**config.mk**
```make
export PLATFORM = sky130hd
export DESIGN_NAME = mem_port_arbiter
export DESIGN_NICKNAME = d
export VERILOG_FILES = /design/src/rtl/mem_port_arbiter_pkg.sv /design/src/rtl/mem_port_arbiter_rr_select2.sv /design/src/rtl/mem_port_arbiter.sv
export SDC_FILE = /design/constraint.sdc
export NUM_CORES = 1
export LEC_CHECK = 0
export BUFFER_PORTS_ARGS = -buffer_cell sky130_fd_sc_hd__buf_2
export CAP_MARGIN = 30
export CORE_MARGIN = 2
export CORE_UTILIZATION = 49
export CTS_CLUSTER_SIZE = 8
export DETAILED_ROUTE_END_ITERATION = 6
export PLACE_DENSITY_LB_ADDON = 0.2
export SLEW_MARGIN = 10
export SYNTH_ARGS = -nofsm -noshare
export SYNTH_HDL_FRONTEND = slang
export SYNTH_SLANG_ARGS = --single-unit
```
**constraint.sdc**
```tcl
create_clock -name clk -period 2.3 [get_ports clk]
set_input_delay 0.115 -clock clk [delete_from_list [all_inputs] [get_ports clk]]
set_output_delay 0.115 -clock clk [all_outputs]
set_load 0.03 [all_outputs]
```
**src/rtl/mem_port_arbiter_pkg.sv**
```systemverilog
`default_nettype none
// ============================================================================
// Module  : mem_port_arbiter_pkg
// Brief   : Shared widths, FSM encoding and request record for the arbiter.
// Revision: 1.0 - initial release
// ============================================================================
package mem_port_arbiter_pkg;

    localparam int LANE_W = 1;
    localparam int ADDR_W = 5;
    localparam int DATA_W = 16;
    localparam int RD_W   = 3;
    localparam int CNT_W  = 16;

    typedef logic [0:0] state_t;
    localparam state_t ST_IDLE = 1'b0;
    localparam state_t ST_HOLD = 1'b1;

    typedef struct packed {
        logic [ADDR_W-1:0] addr;
        logic [DATA_W-1:0] wdata;
        logic              is_load;
        logic              is_store;
        logic              reg_we;
        logic [RD_W-1:0]   rd;
    } req_t;

    function automatic logic [CNT_W-1:0] sat_inc(input logic [CNT_W-1:0] v);
        return (&v) ? v : v + CNT_W'(1);
    endfunction

endpackage : mem_port_arbiter_pkg
`default_nettype wire

```
**src/rtl/mem_port_arbiter_rr_select2.sv**
```systemverilog
`default_nettype none
// ============================================================================
// Module  : rr_select2
// Brief   : Two-lane grant selection with round-robin pointer and ordering override.
// Revision: 1.0 - initial release
// ============================================================================
module rr_select2
    import mem_port_arbiter_pkg::*;
#(
    parameter int FAIR_MODE = 1
) (
    input  logic              clk,
    input  logic              rst,
    input  logic [1:0]        valid_i,
    input  logic [ADDR_W-1:0] addr0_i,
    input  logic [ADDR_W-1:0] addr1_i,
    input  logic              store0_i,
    input  logic              store1_i,
    input  logic              accept_i,
    input  logic [LANE_W-1:0] grant_i,
    output logic [LANE_W-1:0] sel_o,
    output logic              ordered_o
);

    logic [LANE_W-1:0] ptr_q;
    logic [LANE_W-1:0] ptr_d;
    logic              conflict;

    // Same word touched by a store: keep program order, older lane wins.
    always_comb begin
        conflict  = (addr0_i == addr1_i) && (store0_i || store1_i);
        sel_o     = '0;
        ordered_o = 1'b0;
        if (valid_i == 2'b11) begin
            if (conflict) begin
                ordered_o = 1'b1;
            end else if (FAIR_MODE != 0) begin
                sel_o = ptr_q;
            end
        end else if (valid_i[1]) begin
            sel_o = LANE_W'(1);
        end
    end

    always_comb begin
        ptr_d = accept_i ? ~grant_i : ptr_q;
    end

    always_ff @(posedge clk) begin
        if (rst) begin
            ptr_q <= '0;
        end else begin
            ptr_q <= ptr_d;
        end
    end

endmodule : rr_select2
`default_nettype wire

```
**src/rtl/mem_port_arbiter.sv**
```systemverilog
`default_nettype none
// ============================================================================
// Module  : mem_port_arbiter
// Brief   : Arbitrates two issue lanes onto one memory port, returns load data.
// Revision: 1.0 - initial release
// ============================================================================
module mem_port_arbiter
    import mem_port_arbiter_pkg::*;
#(
    parameter int FAIR_MODE = 1
) (
    input  logic              clk,
    input  logic              rst,
    input  logic              l0_valid,
    output logic              l0_ready,
    input  logic [ADDR_W-1:0] l0_addr,
    input  logic [DATA_W-1:0] l0_wdata,
    input  logic              l0_is_load,
    input  logic              l0_is_store,
    input  logic              l0_reg_we,
    input  logic [RD_W-1:0]   l0_rd,
    input  logic              l1_valid,
    output logic              l1_ready,
    input  logic [ADDR_W-1:0] l1_addr,
    input  logic [DATA_W-1:0] l1_wdata,
    input  logic              l1_is_load,
    input  logic              l1_is_store,
    input  logic              l1_reg_we,
    input  logic [RD_W-1:0]   l1_rd,
    output logic              mem_valid,
    input  logic              mem_ready,
    output logic [ADDR_W-1:0] mem_addr,
    output logic [DATA_W-1:0] mem_wdata,
    output logic              mem_is_load,
    output logic              mem_is_store,
    output logic              mem_reg_we,
    output logic [RD_W-1:0]   mem_rd,
    input  logic [DATA_W-1:0] mem_rdata,
    output logic              l0_resp_valid,
    output logic [DATA_W-1:0] l0_resp_data,
    output logic [RD_W-1:0]   l0_resp_rd,
    output logic              l0_resp_we,
    output logic              l1_resp_valid,
    output logic [DATA_W-1:0] l1_resp_data,
    output logic [RD_W-1:0]   l1_resp_rd,
    output logic              l1_resp_we,
    output logic [CNT_W-1:0]  cnt_grant0,
    output logic [CNT_W-1:0]  cnt_grant1,
    output logic [CNT_W-1:0]  cnt_conflict
);

    state_t            state_q, state_d;
    req_t              hold_q;
    logic [LANE_W-1:0] hold_lane_q;
    logic              hold_ord_q;

    logic              resp_pend_q;
    logic [LANE_W-1:0] resp_lane_q;
    logic [RD_W-1:0]   resp_rd_q;
    logic              resp_we_q;

    logic [CNT_W-1:0]  cnt_g0_q, cnt_g0_d;
    logic [CNT_W-1:0]  cnt_g1_q, cnt_g1_d;
    logic [CNT_W-1:0]  cnt_cf_q, cnt_cf_d;

    req_t              req0, req1, grant_req;
    logic [LANE_W-1:0] idle_sel, grant_lane;
    logic              idle_ord, grant_ord;
    logic              accept;
    logic              resp0, resp1;

    always_comb begin
        req0 = '{addr: l0_addr, wdata: l0_wdata, is_load: l0_is_load,
                 is_store: l0_is_store, reg_we: l0_reg_we, rd: l0_rd};
        req1 = '{addr: l1_addr, wdata: l1_wdata, is_load: l1_is_load,
                 is_store: l1_is_store, reg_we: l1_reg_we, rd: l1_rd};
    end

    rr_select2 #(
        .FAIR_MODE (FAIR_MODE)
    ) u_rr_select2 (
        .clk       (clk),
        .rst       (rst),
        .valid_i   ({l1_valid, l0_valid}),
        .addr0_i   (l0_addr),
        .addr1_i   (l1_addr),
        .store0_i  (l0_is_store),
        .store1_i  (l1_is_store),
        .accept_i  (accept),
        .grant_i   (grant_lane),
        .sel_o     (idle_sel),
        .ordered_o (idle_ord)
    );

    // ---------------- FSM: state register ----------------
    always_ff @(posedge clk) begin
        if (rst) begin
            state_q <= ST_IDLE;
        end else begin
            state_q <= state_d;
        end
    end

    // ---------------- FSM: next state ----------------
    always_comb begin
        state_d = state_q;
        case (state_q)
            ST_IDLE: if (mem_valid && !mem_ready) state_d = ST_HOLD;
            ST_HOLD: if (accept)                  state_d = ST_IDLE;
            default: state_d = ST_IDLE;
        endcase
    end

    // ---------------- FSM: outputs ----------------
    always_comb begin
        if (state_q == ST_HOLD) begin
            grant_lane = hold_lane_q;
            grant_req  = hold_q;
            grant_ord  = hold_ord_q;
        end else begin
            grant_lane = idle_sel;
            grant_req  = (idle_sel == LANE_W'(0)) ? req0 : req1;
            grant_ord  = idle_ord;
        end
        mem_valid = !rst && (l0_valid || l1_valid || (state_q == ST_HOLD));
        accept    = mem_valid && mem_ready;
        l0_ready  = accept && (grant_lane == LANE_W'(0));
        l1_ready  = accept && (grant_lane == LANE_W'(1));
    end

    // A request flagged both load and store is a store to the memory unit.
    always_comb begin
        mem_addr     = grant_req.addr;
        mem_wdata    = grant_req.wdata;
        mem_is_load  = grant_req.is_load && !grant_req.is_store;
        mem_is_store = grant_req.is_store;
        mem_reg_we   = grant_req.reg_we;
        mem_rd       = grant_req.rd;
    end

    always_ff @(posedge clk) begin
        if (rst) begin
            hold_q      <= '0;
            hold_lane_q <= '0;
            hold_ord_q  <= 1'b0;
            resp_pend_q <= 1'b0;
            resp_lane_q <= '0;
            resp_rd_q   <= '0;
            resp_we_q   <= 1'b0;
        end else begin
            if ((state_q == ST_IDLE) && mem_valid && !mem_ready) begin
                hold_q      <= grant_req;
                hold_lane_q <= grant_lane;
                hold_ord_q  <= grant_ord;
            end
            resp_pend_q <= accept && !grant_req.is_store;
            if (accept) begin
                resp_lane_q <= grant_lane;
                resp_rd_q   <= grant_req.rd;
                resp_we_q   <= grant_req.reg_we;
            end
        end
    end

    // Write-back data comes straight from the memory unit in its valid cycle.
    always_comb begin
        resp0         = !rst && resp_pend_q && (resp_lane_q == LANE_W'(0));
        resp1         = !rst && resp_pend_q && (resp_lane_q == LANE_W'(1));
        l0_resp_valid = resp0;
        l0_resp_data  = resp0 ? mem_rdata : '0;
        l0_resp_rd    = resp0 ? resp_rd_q : '0;
        l0_resp_we    = resp0 && resp_we_q;
        l1_resp_valid = resp1;
        l1_resp_data  = resp1 ? mem_rdata : '0;
        l1_resp_rd    = resp1 ? resp_rd_q : '0;
        l1_resp_we    = resp1 && resp_we_q;
    end

    always_comb begin
        cnt_g0_d = (accept && (grant_lane == LANE_W'(0))) ? sat_inc(cnt_g0_q) : cnt_g0_q;
        cnt_g1_d = (accept && (grant_lane == LANE_W'(1))) ? sat_inc(cnt_g1_q) : cnt_g1_q;
        cnt_cf_d = (accept && grant_ord)                  ? sat_inc(cnt_cf_q) : cnt_cf_q;
    end

    always_ff @(posedge clk) begin
        if (rst) begin
            cnt_g0_q <= '0;
            cnt_g1_q <= '0;
            cnt_cf_q <= '0;
        end else begin
            cnt_g0_q <= cnt_g0_d;
            cnt_g1_q <= cnt_g1_d;
            cnt_cf_q <= cnt_cf_d;
        end
    end

    assign cnt_grant0   = cnt_g0_q;
    assign cnt_grant1   = cnt_g1_q;
    assign cnt_conflict = cnt_cf_q;

endmodule : mem_port_arbiter
`default_nettype wire

```
=== Yosys cells after proc, flatten, opt, wreduce, memory -nomap -nowiden ===
Index checks and enable logic that the tools add are counted.

* Register bits: 85
* Output and inout port bits: 120

* Add/subtract/negate cells: 3
* Equal/unequal tests: 2
* Muxes and demuxes: 16
* Bitwise operators: 6
* Reduce and logical (&&, ||, !) cells: 28

{| class="wikitable"
|+ Operators with widths
! operator !! number
|-
| two-way mux 27 bit || 2
|-
| adder 16 x 1 -> 16 bit (second input constant) || 3
|-
| AND reduction 16 bit || 3
|-
| two-way mux 16 bit || 2
|-
| logical AND 1 bit || 16
|-
| two-way mux 1 bit || 9
|-
| two-way mux 3 bit || 2
|-
| inverter 1 bit || 6
|-
| AND reduction 2 bit || 3
|-
| == test 5 bit || 1
|-
| zero test 1 bit || 3
|-
| logical OR 1 bit || 3
|-
| == test 2 bit (second input constant) || 1
|-
| case mux 1 bit (2 select lines) || 1
|}

=== Longest topological paths before layout ===
* Word-level depth: 8
* Mapped depth: 8
* Depth with buffers taken out: 6

=== Hierarchy ===
From an unflattened synthesis, not the netlist that was laid out.

* Cells, all modules: 589
* Area total of the unflattened synthesis: 4902.2 um2

{| class="wikitable"
|+ By module, submodules not included
! module !! instances !! cells an instance !! area each (um2) !! sequential area each (um2)
|-
| mem_port_arbiter || 1 || 573 || 4787.1 || 1681.6
|-
| rr_select2 || 1 || 16 || 115.1 || 20.0
|}

=== Worst setup path before layout ===
Ideal clock, no wire load.

* Path kind: input -> output
* From: input port l1_addr[0]
* To: output port mem_is_load
* Data arrival time: 2054 ps
* Required time: 2185 ps
* Slack: 131 ps
* Stages on the path: 6
* Path through: xor2_1 nor4_4 a41oi_1 mux2_2 mux2_2 a221oi_2

* Cells in the longest elaborated chain, start to end: 8

{| class="wikitable"
|+ Ends and longest elaborated chain
! what !! RTL line !! text
|-
| from (decl) || mem_port_arbiter.sv:24 || <nowiki>input logic [ADDR_W-1:0] l1_addr,</nowiki>
|-
| == test 5 bit || mem_port_arbiter_rr_select2.sv:31 || <nowiki>conflict = (addr0_i == addr1_i) && (store0_i || store1_i);</nowiki>
|-
| logical AND 1 bit || mem_port_arbiter_rr_select2.sv:31 ||
|-
| two-way mux 1 bit || mem_port_arbiter_rr_select2.sv:35 || <nowiki>if (conflict) begin</nowiki>
|-
| two-way mux 1 bit || mem_port_arbiter_rr_select2.sv:34 || <nowiki>if (valid_i == 2'b11) begin</nowiki>
|-
| two-way mux 27 bit || mem_port_arbiter.sv:122 || <nowiki>grant_req = (idle_sel == LANE_W'(0)) ? req0 : req1;</nowiki>
|-
| two-way mux 27 bit || mem_port_arbiter.sv:116 || <nowiki>if (state_q == ST_HOLD) begin</nowiki>
|-
| net mem_is_store || mem_port_arbiter.sv:35 || <nowiki>output logic mem_is_store,</nowiki>
|-
| zero test 1 bit || mem_port_arbiter.sv:135 || <nowiki>mem_is_load = grant_req.is_load && !grant_req.is_store;</nowiki>
|-
| logical AND 1 bit || mem_port_arbiter.sv:135 ||
|-
| to (decl) || mem_port_arbiter.sv:34 || <nowiki>output logic mem_is_load,</nowiki>
|}

The timed path passes the listed nets, and every way through them passes these cells.

=== Worst setup path in the final report ===
* From: register u_rr_select2.ptr_q
* To: output port mem_is_load

* Cells in the longest elaborated chain, start to end: 6

{| class="wikitable"
|+ Ends and longest elaborated chain
! what !! RTL line !! text
|-
| from (decl) || mem_port_arbiter_rr_select2.sv:25 || <nowiki>logic [LANE_W-1:0] ptr_q;</nowiki>
|-
| from (signal assigned) || mem_port_arbiter_rr_select2.sv:53 || <nowiki>ptr_q <= ptr_d;</nowiki>
|-
| two-way mux 1 bit (*) || mem_port_arbiter_rr_select2.sv:35 ||
|-
| two-way mux 1 bit (*) || mem_port_arbiter_rr_select2.sv:34 ||
|-
| two-way mux 27 bit (*) || mem_port_arbiter.sv:122 ||
|-
| two-way mux 27 bit (*) || mem_port_arbiter.sv:116 ||
|-
| zero test 1 bit || mem_port_arbiter.sv:135 ||
|-
| logical AND 1 bit (*) || mem_port_arbiter.sv:135 ||
|}

Every way passes the cells marked *; elsewhere a longest branch is shown, timed or not.

==> results.md <==
- Port buffer count: between 150 and 200
- Setup violators final: 0
- TritonCTS clock tree: done
- Clock slew at reported path FFs: approximately 0.08 ns
- RSZ-0062 raised after global routing: false
- Die Y-Extent: 103 um
- First-pass GRT wire length: 18700 um
- Crit path max fanout: 3
- Worst Setup SP: u_rr_select2.ptr_q$_SDFFE_PP0P_
- Synth Instances: roughly 570
- Post-synthesis mux area share: 0.130
- Starting DRC count in detailed routing: 135
- Worst Tran Pin Value: ~0.56 ns
- Post-synthesis simple-gate area fraction: 0.241
- Unique cell type count in the Yosys netlist: 50
- FILL cells: around 910
- Gpl congestion: roughly 0.88
- Synth warn: 0
- HP Class: in -> reg
- Core region area: approximately 0.0096 mm2
- DRC viols: 0
- WHS Path Cells: 3
- Worst r2r dst: cnt_grant1[13]$_SDFFE_PP0P_
- Xor and xnor area share after synthesis: 0.0659
- Final count of pins violating max slew: 0
- Detailed Routing Iterations Pass 1: 4
- CTS Sinks: 85
- Metal2 WL: 5850 um
- Antenna cells: 0
- Synth Register Bits: between 80 and 90
- Via/cell ratio: between 5 and 6
- Cell area after placement: a little under 0.006 mm2
- Hold Path End: hold_q[5]$_SDFFE_PP0P_
- Syn Std Cell Area: between 0.004 and 0.005 mm2
- Pleak: roughly 2.8 nW
- Die width: between 100 and 150 um
- P per Cell Area: about 570 mW/mm2
- Number of max-cap violations: 0
- Fmax: about 450 MHz
- Syn_nets: 644
- Drt total wl: about 12000 um
- Starting Density: 0.496
- Worst hold path startpoint: l1_is_load
- Metal-1 WL: about 5400 um
- Full die area: roughly 0.011 mm2
- Cell row count: 36
- FF-to-FF setup slack: between 0.2 and 0.25 ns
- Worst Setup Start Kind: flip-flop
- Main combinational cell family by area after synthesis: simple AND/OR/NAND/NOR gates
- Post-route cell area: between 0.006 and 0.007 mm2
- Min Tclk post-route: ~2.2 ns
- H-tree lvl count: 3
- Clock Tree Root: clkbuf_8
- Highest metal used: met4
- Slew HR: 0.622
- Status: completed
- Setup CP Type: reg -> out
- Compound-Gate Fraction of Synth Area: 0.110
- Worst skew pair latency: ~0.34 ns
- Io pins: 195
- Initial antenna violation count: 0
- Sequential cell area: 0.00170 mm2
- Arr. time, crit path: approximately 2.1 ns
- Vias in the first global route: about 4.0k
- Grt ovf: 0
- Half-perimeter wire length after placement: roughly 9200 um
- TritonCTS Buffers: 9
- Post-synthesis adder-cell area fraction: 0.00784
- Share of layout cells above drive strength 1: 0.334
- TNS Setup: 0 ns
- Multi-input logic area: roughly 0.0027 mm2
- EDFF count, synth: 0
- Wire length per cell: approximately 14 um
- Asr flop ratio synth: 0
- Post-synthesis sequential area ratio: 0.356
- Worst setup EP type: output port
- Post-route clock period utilization: 0.963
- Crit path required time: around 2.2 ns
- Global-route usage over all layers: 0.219
- Worst VDD drop: between 0.5 and 0.6 mV
- Final Hold Fails: 0
- # nets final: around 810
- Wire length on met3: between 600 and 700 um
- Worst-case reg-to-reg path depth: 7
- Area delta synth->final: 26.2%
- Ys flop type: dfxtp_1
- ANT nets after route: 0
- Syn avg cell area: roughly 8.5 um2
- Post-CTS Setup Inserts: 0
- Clock Skews: ~0.0068 ns
- Largest net degree at the start of global routing: 46
- Max Root-Sink Buffers: 2
- Via count: 4474
logic make-up (layout without fill, tap and decap cells):
| family | Yosys count | count (layout) |
|---|---|---|
| adder cells (fa/ha/maj) | 3 | 3 |
| AND/OR/NAND/NOR | 204 | 204 |
| flip-flops | 85 | 85 |
| AO/OA/AOI/OAI | 87 | 87 |
| buffers and inverters | 89 | 262 |
| multiplexers | 62 | 62 |
| XOR/XNOR | 36 | 36 |
synth_stat cells, types with 2 or more instances:
| cell | count | area, um2 |
|---|---|---|
| or3_1 | 6 | 37.5 |
| and2_1 | 40 | 250 |
| and4_1 | 4 | 35.0 |
| a21oi_1 | 33 | 165 |
| mux2_2 | 2 | 22.5 |
| o31ai_1 | 2 | 15.0 |
| a31oi_1 | 2 | 12.5 |
| buf_4 | 24 | 180 |
| inv_1 | 33 | 124 |
| nor3_1 | 15 | 75.1 |
| o21ai_0 | 30 | 150 |
| nor3b_1 | 4 | 30.0 |
| buf_2 | 7 | 35.0 |
| nor2_1 | 44 | 165 |
| ha_1 | 3 | 37.5 |
| o211ai_1 | 2 | 15.0 |
| nand2b_1 | 3 | 18.8 |
| nand4_1 | 15 | 93.8 |
| clkbuf_1 | 25 | 93.8 |
| nand2_1 | 21 | 78.8 |
| nor4b_1 | 4 | 35.0 |
| xnor2_1 | 23 | 201 |
| mux2i_1 | 60 | 601 |
| xor2_1 | 13 | 114 |
| a211o_1 | 2 | 17.5 |
| and3_1 | 18 | 113 |
| or4_1 | 3 | 22.5 |
| nor4_1 | 5 | 31.3 |
| nand3_1 | 11 | 55.1 |
| a31o_2 | 2 | 17.5 |
| dfxtp_1 | 85 | 1700 |
| a21o_1 | 5 | 37.5 |
| or2_2 | 3 | 18.8 |
placed cells by master (no fill, tap or decap), drive strengths merged, types with 4 or more instances in the layout:
cell and count:
dfxtp 85, nand2 22, clkbuf 10, a21oi 33, xor2 13, nor4b 5, a21o 5, nor3b 4
nor2 44, and4 5, or3 6, nor3 16, buf 212, and2 40, nand4 15, o21ai 30
and3 18, mux2i 60, xnor2 23, nor4 6, nand3 11, inv 33
routing by layer:
layer	up-vias	global-route usage
met1	2102	0.274
met4	0	0.0455
li1	2261	-
met2	102	0.386
met5	-	0
met3	9	0.0529
cell type report:
type | instances | area share
Clock buffer | 10 | 0.0211
Clock inverter | 6 | 0.0184
Inverter | 33 | 0.0205
Multi-Input combinational cell | 392 | 0.445
Sequential cell | 85 | 0.282
Tap cell | 133 | 0.0275
Timing Repair Buffer | 213 | 0.185
state kept, by name, summed over array words and instances (netlist names), named ones only:
name / flops
resp_lane_q: 1
cnt_grant0: 16
resp_rd_q: 3
cnt_grant1: 16
resp_pend_q: 1
cnt_conflict: 16
hold_q: 27
u_rr_select2.ptr_q: 1
resp_we_q: 1
hold_ord_q: 1
hold_lane_q: 1
how the worst max path moves through the flow:
stage	cells after the start	endpoint	slack [ns]
floorplan	6	mem_is_load	0.13
global placement	8	mem_is_load	0.22
detailed placement	8	mem_is_load	0.18
global route	7	l0_ready	0.002
finish	7	mem_is_load	0.08
CTS	7	l0_ready	0.005
power by group:
| group | internal (mW) | total, mW | switching [mW] |
|---|---|---|---|
| Sequential | 1.52 | 1.54 | 0.0236 |
| Combinational | 0.229 | 0.622 | 0.393 |
| Clock | 0.722 | 1.26 | 0.534 |
timing repair:
| action | in CTS | in global routing |
|---|---|---|
| endpoints found under the hold margin | 1 | 0 |
| pin swaps | 0 | 0 |
| gates resized for setup | 2 | 3 |
| hold buffers | 1 | 0 |
| endpoints found under the setup margin | 1 | 6 |
critical path, cell delays in order, from the launching register on:
cell and delay [ns]:
dfxtp_2 0.33, nand2b_4 0.12, nand2_1 0.09, a41oi_4 0.21
mux2_4 0.32, mux2_2 0.30, a221oi_2 0.18, buf_4 0.20
stage by stage:
stage	utilization	hold slack [ns]	total power [mW]	instances	setup WS, ns
3_3_place_gp	0.599	0.327	2.17	855	0.218
2_1_floorplan	-	0.187	2.04	566	0.131
3_5_place_dp	0.599	0.328	2.19	855	0.181
5_1_grt	0.627	0.0345	3.57	872	0.00189
4_1_cts	0.626	0.0272	3.46	872	0.00539
6_report	0.627	0.0480	3.42	872	0.0844
(Power assumes the default switching activity.)
